[src/rtl/lenet_layer_sched.sv]
// lenet_layer_sched: frame scheduler sequencing conv, FC1 and FC2 with a result handshake,
// a wrapping completed-frame counter and a per-layer watchdog.
module lenet_layer_sched #(
  parameter int TIMEOUT_W      = 20,
  parameter int TIMEOUT_CYCLES = 1000000,
  parameter int FRAME_W        = 16
) (
  input  logic               clk,
  input  logic               srstn,
  input  logic               img_valid,
  output logic               img_ready,
  input  logic               abort,
  input  logic               err_clr,
  output logic               conv_start,
  input  logic               conv_done,
  input  logic               mem_sel,
  input  logic               fc1_done,
  input  logic               fc2_done,
  output logic               result_valid,
  input  logic               result_ready,
  output logic               result_bank,
  output logic               busy,
  output logic [2:0]         state,
  output logic               err,
  output logic [1:0]         err_code,
  output logic [FRAME_W-1:0] frame_cnt
);
  localparam logic [2:0] S_IDLE = 3'd0;
  localparam logic [2:0] S_CONV = 3'd1;
  localparam logic [2:0] S_FC1  = 3'd2;
  localparam logic [2:0] S_FC2  = 3'd3;
  localparam logic [2:0] S_DONE = 3'd4;
  localparam logic [2:0] S_ERR  = 3'd5;

  logic [2:0]           r_state, w_next;
  logic [1:0]           r_err_code, w_err_code;
  logic [TIMEOUT_W-1:0] r_wd;
  logic [FRAME_W-1:0]   r_frame_cnt;
  logic                 r_conv_start, r_result_bank;
  logic                 w_active, w_exp_done, w_unexp, w_proto, w_timeout, w_clr, w_start, w_deliver;

  always_comb begin
    w_active   = (r_state == S_CONV) || (r_state == S_FC1) || (r_state == S_FC2);
    w_exp_done = (r_state == S_CONV) ? conv_done : (r_state == S_FC1) ? fc1_done :
                 (r_state == S_FC2) ? fc2_done : 1'b0;
    w_unexp    = (conv_done && r_state != S_CONV) || (fc1_done && r_state != S_FC1) ||
                 (fc2_done && r_state != S_FC2);
    w_proto    = w_active && w_unexp;
    // a done landing on the last allowed cycle still counts as on time
    w_timeout  = w_active && !w_exp_done && (r_wd == TIMEOUT_W'(TIMEOUT_CYCLES - 1));
    w_clr      = abort || (r_state == S_ERR && err_clr);
    w_start    = !abort && r_state == S_IDLE && img_valid;
    w_deliver  = !abort && r_state == S_DONE && result_ready;
    w_next     = w_clr ? S_IDLE : (w_proto || w_timeout) ? S_ERR : w_start ? S_CONV :
                 (w_active && w_exp_done) ? r_state + 3'd1 : w_deliver ? S_IDLE : r_state;
    w_err_code = w_clr ? 2'b00 : w_proto ? 2'b10 : w_timeout ? 2'b01 : r_err_code;
  end

  always_ff @(posedge clk or negedge srstn) begin
    if (!srstn) begin
      r_state       <= S_IDLE;
      r_err_code    <= 2'b00;
      r_wd          <= '0;
      r_frame_cnt   <= '0;
      r_conv_start  <= 1'b0;
      r_result_bank <= 1'b0;
    end else begin
      r_state      <= w_next;
      r_err_code   <= w_err_code;
      r_conv_start <= w_start;
      r_wd         <= (w_next != r_state || !w_active) ? '0 : r_wd + 1'b1;
      if (r_state == S_CONV && w_next == S_FC1) r_result_bank <= mem_sel;
      if (w_deliver) r_frame_cnt <= r_frame_cnt + 1'b1;
    end
  end

  assign state        = r_state;
  assign img_ready    = r_state == S_IDLE;
  assign conv_start   = r_conv_start;
  assign result_valid = r_state == S_DONE;
  assign result_bank  = r_result_bank;
  assign busy         = w_active || r_state == S_DONE;
  assign err          = r_state == S_ERR;
  assign err_code     = r_err_code;
  assign frame_cnt    = r_frame_cnt;
endmodule
[config.mk]
export PLATFORM = sky130hd
export DESIGN_NAME = lenet_layer_sched
export DESIGN_NICKNAME = d
export VERILOG_FILES = /design/src/rtl/lenet_layer_sched.sv
export SDC_FILE = /design/constraint.sdc
export NUM_CORES = 1
export LEC_CHECK = 0
export ABC_CLOCK_PERIOD_IN_PS = 2950
export CELL_PAD_IN_SITES_DETAIL_PLACEMENT = 1
export CELL_PAD_IN_SITES_GLOBAL_PLACEMENT = 1
export CORE_MARGIN = 10
export CORE_UTILIZATION = 30
export CTS_BUF_LIST = sky130_fd_sc_hd__clkbuf_4 sky130_fd_sc_hd__clkbuf_8 sky130_fd_sc_hd__clkbuf_16
export DETAILED_ROUTE_END_ITERATION = 6
export GPL_TIMING_DRIVEN = 1
export PLACE_DENSITY = 0.58
export SLEW_MARGIN = 10
export SYNTH_ARGS = -nofsm -noshare
export SYNTH_HDL_FRONTEND = slang
export SYNTH_SLANG_ARGS = --single-unit
[constraint.sdc]
create_clock -name clk -period 2.95 [get_ports clk]
set_input_delay 0.59 -clock clk [delete_from_list [all_inputs] [get_ports clk]]
set_output_delay 0.59 -clock clk [all_outputs]
set_load 0.02 [all_outputs]
==> results of run 1 <==
power by group:
group	switching (mW)	internal, mW
Combinational	0.607	0.417
Clock	0.230	0.170
Sequential	0.0578	0.636
Total	0.895	1.22
cells in the mapped netlist (7+ instances only):
master / count / area, µm²
nand3_1: 14 / 70.1
nand2_1: 13 / 48.8
dfrtp_1: 43 / 1080
nor3_1: 7 / 35.0
nor2_1: 7 / 26.3
nor3_2: 20 / 200
and3_1: 8 / 50.1
xor2_1: 15 / 131
inv_1: 8 / 30.0
nand4_1: 10 / 62.6
ha_1: 7 / 87.6
xnor2_1: 19 / 166
cells in the final DEF (no fill, tap or decap), types with 2 or more instances in the layout:
cell | netlist | layout
dfrtp_1 | 43 | 41
clkdlybuf4s50_1 | 0 | 34
nor3_2 | 20 | 20
xnor2_1 | 19 | 19
xor2_1 | 15 | 15
nand3_1 | 14 | 14
nand2_1 | 13 | 13
nand4_1 | 10 | 10
buf_4 | 0 | 10
inv_1 | 8 | 8
and3_1 | 8 | 8
nor3_1 | 7 | 7
nor2_1 | 7 | 7
ha_1 | 7 | 7
and2_1 | 5 | 5
a21oi_1 | 5 | 5
clkbuf_8 | 0 | 5
o21ai_0 | 4 | 4
nor4_1 | 4 | 4
and4_1 | 4 | 4
nand2b_1 | 3 | 3
nor2b_1 | 3 | 3
nor3b_1 | 2 | 2
nor4b_1 | 2 | 2
o2111ai_2 | 1 | 2
clkinvlp_4 | 0 | 2
buf_12 | 0 | 2
dfrtp_2 | 0 | 2
logic make-up after synthesis:
kind of cell,after synthesis,synth area share [%]
adders and majority gates,7,3.47
buffers and inverters,16,3.22
muxes,2,0.843
AOI/OAI and AO/OA,25,7.99
DFF,43,42.7
and+or+nand+nor,113,30.0
xor gates and xnor gates,34,11.8
worst max path at each step:
stage,from,to,slack [ps]
final,state[1],r_wd[4],190
after global routing,state[0],r_wd[14],30
after CTS,state[0],busy,30
after detailed placement,err_clr,r_wd[12],40
after global placement,err_clr,r_wd[2],100
after floorplan,state[2],r_wd[11],210
cell type report:
type,count,share of cell area [%]
clock inverter,3,0.747
sequential,43,33.9
multi-input combinational,181,43.2
timing repair buffer,48,14.9
inverter,8,0.944
clock buffer,5,2.16
tap,105,4.13
flip-flops by register name (all words and copies together) (netlist names):
register and cells:
conv_start 1, err_code 2, frame_cnt 16, r_wd 20, result_bank 1, state 3
metrics by stage:
step	utilization [%]	cell area, µm²	hold slack, ps
2_1_floorplan	-	2520	294
3_3_place_gp	37.5	3080	461
3_5_place_dp	37.5	3080	464
4_1_cts	38.6	3170	469
5_1_grt	38.7	3180	508
6_report	38.7	3180	431
metal layers:
layer  vias up  share of wire (%)  routed length (µm)  GRT usage [%]
met4         0                1.2                  76           3.60
li1        967                  -                   -              -
met1       943                 50                3150           13.9
met5         -                  0                   0              0
met2        30                 44                2770           15.5
met3         6                4.8                 304           3.01
worst reg2reg max path: cells and delay by family, from the launching register on:
kind,cells,cell delay [ps]
AOI/OAI and AO/OA,1,190
buffers and inverters,2,340
adders and majority gates,1,280
and+or+nand+nor,5,1420
DFF,1,430
==> results by group, run 1 <==
GRT
  • Largest net degree at the start of global routing: 44
  • Antenna violations before repair: 0
  • Total gr overflow: 0
  • Vias in the first global route: 2083
  • First-pass GRT wire length: 10.9 mm
  • Gr usage total: 10.4%

Clocking
  • Later-pin clock latency in the skew report: 310 ps
  • Post_cts resized: 1
  • Root Buffer: clkbuf_8
  • Hold buffers post-CTS: 0
  • Max H-tree Level: 2
  • Max Root-Sink Buffers: 2
  • Clock slew at reported path FFs: 100 ps
  • TritonCTS clock tree: yes
  • CTS Buf Count: 5
  • Post-CTS Setup Repair Bufs: 0
  • Clock Sinks: 43

Setup path
  • Worst R2R Setup Slack: 190 ps
  • Critical Path Sink Type: flop
  • Required time worst endpoint: 3140 ps
  • Startpoint types: flop
  • FF-to-FF Start: state[1]
  • WS Path Type: reg2reg
  • Total stage count of the critical path: 9
  • CP Cell Sequence: inv_1 > ha_1 > and3_1 > or2_1 > or4_4 > and4_1 > o211ai_2 > buf_12 > nor3_2
  • Max incr delay on CP: 580 ps
  • Buf/Inv on CP: 2
  • Crit path DAT: 2950 ps
  • Reg2reg path depth: 9
  • Delay-heaviest family, CP: simple AND/OR/NAND/NOR gates
  • RR Endpoint: r_wd[4]
  • Crit-path max FO: 20
  • Slowest CP cell: or4_4

Layout
  • Multi-input gate area: 0.00138 mm²
  • Antenna diodes: 0
  • Fin cells: 393
  • FF+latch area: 0.00108 mm²
  • Nets: 304
  • Share of layout cells above drive strength 1: 19.1%
  • Fillers: 952
  • Area grow syn2layout: 26.1%

Die
  • Die H: 112 µm
  • Row count: 33
  • Core ar.: 0.00822 mm²
  • Die area: 0.0125 mm²
  • Initial Utilization: 30.7%
  • Chip width: 112 µm
  • I/O pin cnt: 37

Run
  • Max-Cap Viols: 0

Routing
  • Final ANT Viol Nets: 0
  • DR vias/cell: 4.95
  • Vias: 1946
  • Initial DRC Count: 79
  • Average wire per standard cell: 16.0 µm
  • Post-Route WL: 6.30 mm
  • Residual DRC: 0
  • Drt first pass iters: 4

Timing
  • Slew Limit Headroom: 34.1%
  • Setup ws final: 185 ps
  • Fin. Hold Viols: 0
  • Tmin final: 2760 ps
  • Tightest Pin Transition: 988 ps
  • Max frequency: 362 MHz
  • RSZ-0062 raised after global routing: no
  • Final Max Tran Viols: 0
  • Clock skew: 16.2 ps
  • Period utilisation layout: 93.7%
  • Final TNS setup: 0 ps
  • # setup viols final: 0

Worst hold path
  • Hold crit path type: in2async

Synth
  • Post-synth EDFFs: 0
  • Yosys warns: 0
  • Top FF cell, synth: dfrtp_1
  • Avg Cell Area, Syn: 10.5 µm²
  • Unique masters post-synth: 52
  • Register area share after synthesis: 42.7%
  • Post-Syn Area: 0.00252 mm²
  • Post-synth ARST share: 100%
  • Cells after synthesis: 240
  • Count of state elements after synthesis: 43
  • Synth Net Count: 257

Placement
  • Placed cell count: 385
  • Placement Setup Slack: 38.4 ps
  • Port Buf Inserts: 36
  • DP HPWL: 4.64 mm
  • RD Place Congestion: 0.793

Pwr
  • Total chip power: 2.12 mW
  • Peak VDD IR: 287 µV
  • Static Leakage: 1.29 nW
  • PD cells: 666 mW/mm²

Status
  • Outcome: complete, no violations
No activity file was read; power rests on OpenSTA's default activity.
==> run 2, diff against run 1 <==
--- a/config.mk
+++ b/config.mk
@@ -11,9 +11,11 @@
 export CORE_MARGIN = 10
 export CORE_UTILIZATION = 30
 export CTS_BUF_LIST = sky130_fd_sc_hd__clkbuf_4 sky130_fd_sc_hd__clkbuf_8 sky130_fd_sc_hd__clkbuf_16
+export CTS_CLUSTER_DIAMETER = 40
 export DETAILED_ROUTE_END_ITERATION = 6
 export GPL_TIMING_DRIVEN = 1
 export PLACE_DENSITY = 0.58
+export REMOVE_ABC_BUFFERS = 1
 export SLEW_MARGIN = 10
 export SYNTH_ARGS = -nofsm -noshare
 export SYNTH_HDL_FRONTEND = slang
==> results by group, run 2 (synthesis results as in run 1) <==
Layout
  • Max FFs per register: 20 (unchanged)
  • Nets: 305 (+0.33%)
  • Most common cell after layout, fill and taps aside: dfrtp_1
  • Most frequent cells in the layout: dfrtp_1 (41), clkdlybuf4s50_1 (34), nor3_2 (20)
  • Area grow syn2layout: 26.4%
  • Final Core Density: 38.8% (+0.091 points)
  • Largest Register: r_wd
  • Share of layout cells above drive strength 1: 19.4% (+0.28 points)
  • Antenna diodes: 0 (unchanged)

Timing
  • Max frequency: 361 MHz (-0.11%)
  • RSZ-0062 raised after global routing: no
  • # setup viols final: 0 (unchanged)
  • Clock skew: 8.30 ps (-7.95 ps)
  • Slew Limit Headroom: 34.9% (+0.76 points)
  • Fin. Hold Viols: 0 (unchanged)
  • Final TNS setup: 0 ps (unchanged)
  • Final Max Tran Viols: 0 (unchanged)
  • Period utilisation layout: 93.8% (+0.10 points)
  • Tightest Pin Transition: 977 ps (-11.4 ps)
  • Tmin final: 2770 ps (+3.05 ps)

Clocking
  • Hold buffers post-CTS: 0 (unchanged)
  • CTS Buf Count: 5 (unchanged)
  • TritonCTS clock tree: yes
  • Later-pin clock latency in the skew report: 300 ps (about the same)
  • Max H-tree Level: 2 (unchanged)
  • Clock Sinks: 43 (unchanged)
  • Root Buffer: clkbuf_8
  • Max Root-Sink Buffers: 2 (unchanged)
  • Clock slew at reported path FFs: 90 ps (about the same)

Routing
  • DR vias/cell: 5.05 (+2.0%)
  • Initial DRC Count: 75 (-5.1%)
  • Final ANT Viol Nets: 0 (unchanged)
  • Residual DRC: 0 (unchanged)
  • Vias: 1990 (+2.3%)
  • Drt first pass iters: 4 (unchanged)
  • Average wire per standard cell: 15.9 µm (-0.70%)
  • Post-Route WL: 6.27 mm (-0.44%)

Die
  • Die H: 112 µm (unchanged)
  • Core ar.: 0.00822 mm² (unchanged)
  • Initial Utilization: 30.7% (unchanged)
  • Die area: 0.0125 mm² (unchanged)
  • Row count: 33 (unchanged)
  • I/O pin cnt: 37 (unchanged)
  • Chip width: 112 µm (unchanged)

Placement
  • Port Buf Inserts: 36 (unchanged)
  • RD Place Congestion: 0.749 (-5.6%)
  • DP HPWL: 4.70 mm (+1.4%)

Pwr
  • Peak VDD IR: 264 µV (-8.1%)
  • Psw: 0.885 mW (-1.1%)
  • Clock share of power: 18.6% (-0.3 points)
  • Combinational fraction of design power: 49.0% (+0.6 points)
  • Static Leakage: 1.30 nW (+1.0%)
  • Seq pwr share: 32.4% (-0.4 points)
  • PD cells: 664 mW/mm² (-0.28%)
  • Internal: 1.23 mW (+0.70%)
  • Switching share of total power: 41.8% (-0.43 points)

Setup path
  • Crit-path max FO: 5 (-75%)
  • Required time worst endpoint: 2360 ps (-780 ps)
  • Critical Path Sink Type: primary output
  • Max incr delay on CP: 610 ps (+30 ps)
  • Startpoint types: flop
  • CP Cell Sequence: inv_1 > ha_1 > and2_1 > buf_4 > clkdlybuf4s50_1
  • Crit path DAT: 2180 ps (-770 ps)
  • Slowest CP cell: clkdlybuf4s50_1
  • WS Path Type: reg2out

GRT
  • Total gr overflow: 0 (unchanged)
  • Gr usage total: 10.3% (-0.067 points)
  • Vias in the first global route: 2132 (+2.4%)
  • First-pass GRT wire length: 10.9 mm (+0.38%)
  • Antenna violations before repair: 0 (unchanged)
  • Largest net degree at the start of global routing: 44 (unchanged)

Status
  • Outcome: complete, no violations

Run
  • Max-Cap Viols: 0 (unchanged)

Worst hold path
  • Hold crit path type: in2async
==> run 2: changes by cell type in the layout (fill, tap and decap cells not counted), sizes merged <==
cell | before | now
buf | 13 | 14
==> run 2: power by group through the flow <==
stage	clock network, mW	registers (mW)	logic (mW)
4_1_cts	0.409	0.693	1.04
3_3_place_gp	0	0.703	1.03
3_5_place_dp	0	0.701	1.04
5_1_grt	0.441	0.698	1.14
6_report	0.393	0.686	1.04
2_1_floorplan	0	0.753	0.500
==> run 2: area by class of cell <==
cell class | count | area [µm²]
Clock buffer | 5 | 68.8
Clock inverter | 3 | 23.8
Fill cell | 931 | 5030
Inverter | 8 | 30.0
Multi-Input combinational cell | 181 | 1380
Sequential cell | 43 | 1080
Tap cell | 105 | 131
Timing Repair Buffer | 49 | 480
==> run 2: per-layer routing <==
layer | GRT usage (%) | wire length (µm) | up-vias
met5 | 0 | 0 | -
met4 | 2.31 | 45 | 0
met3 | 2.79 | 274 | 4
met2 | 16.1 | 2910 | 28
met1 | 13.8 | 3040 | 995
li1 | - | - | 963
==> run 2: critical path: cells and delay by family (launching register included) <==
kind,cells,cell delay (ps)
buffers and inverters,3,920
DFF,1,460
adders and majority gates,1,310
and+or+nand+nor,1,190
==> run 2: metrics by stage <==
step | hold WS [ps] | cells | setup WS (ps) | cell area, µm² | total power [mW]
detailed placement | 469 | 385 | 111 | 3080 | 1.74
finish | 439 | 394 | 182 | 3190 | 2.12
floorplan | 294 | 232 | -517 | 2470 | 1.25
CTS | 483 | 393 | 0.588 | 3170 | 2.15
global placement | 460 | 385 | 119 | 3080 | 1.74
global route | 512 | 394 | 66.0 | 3190 | 2.28
==> run 2: repair_timing <==
item | in CTS | in global routing
resized for setup | 1 | 3
hold endpoints to repair | 0 | 0
setup endpoints to repair | 1 | 18
setup buffers | 0 | 1
==> run 2: path summary, 6_finish.rpt <==
| path | startpoint | endpoint | slack, ps | cells after the start |
|---|---|---|---|---|
| hold / removal | srstn | frame_cnt[4] | 440 | 1 |
| setup / recovery | state[0] | result_valid | 180 | 5 |
| min in group clk | frame_cnt[15] | frame_cnt[15] | 480 | 1 |
| hold reg to reg | frame_cnt[15] | frame_cnt[15] | 480 | 1 |
| setup reg to reg | state[0] | r_wd[4] | 240 | 9 |
| max in group asynchronous | srstn | state[1] | 1830 | 1 |
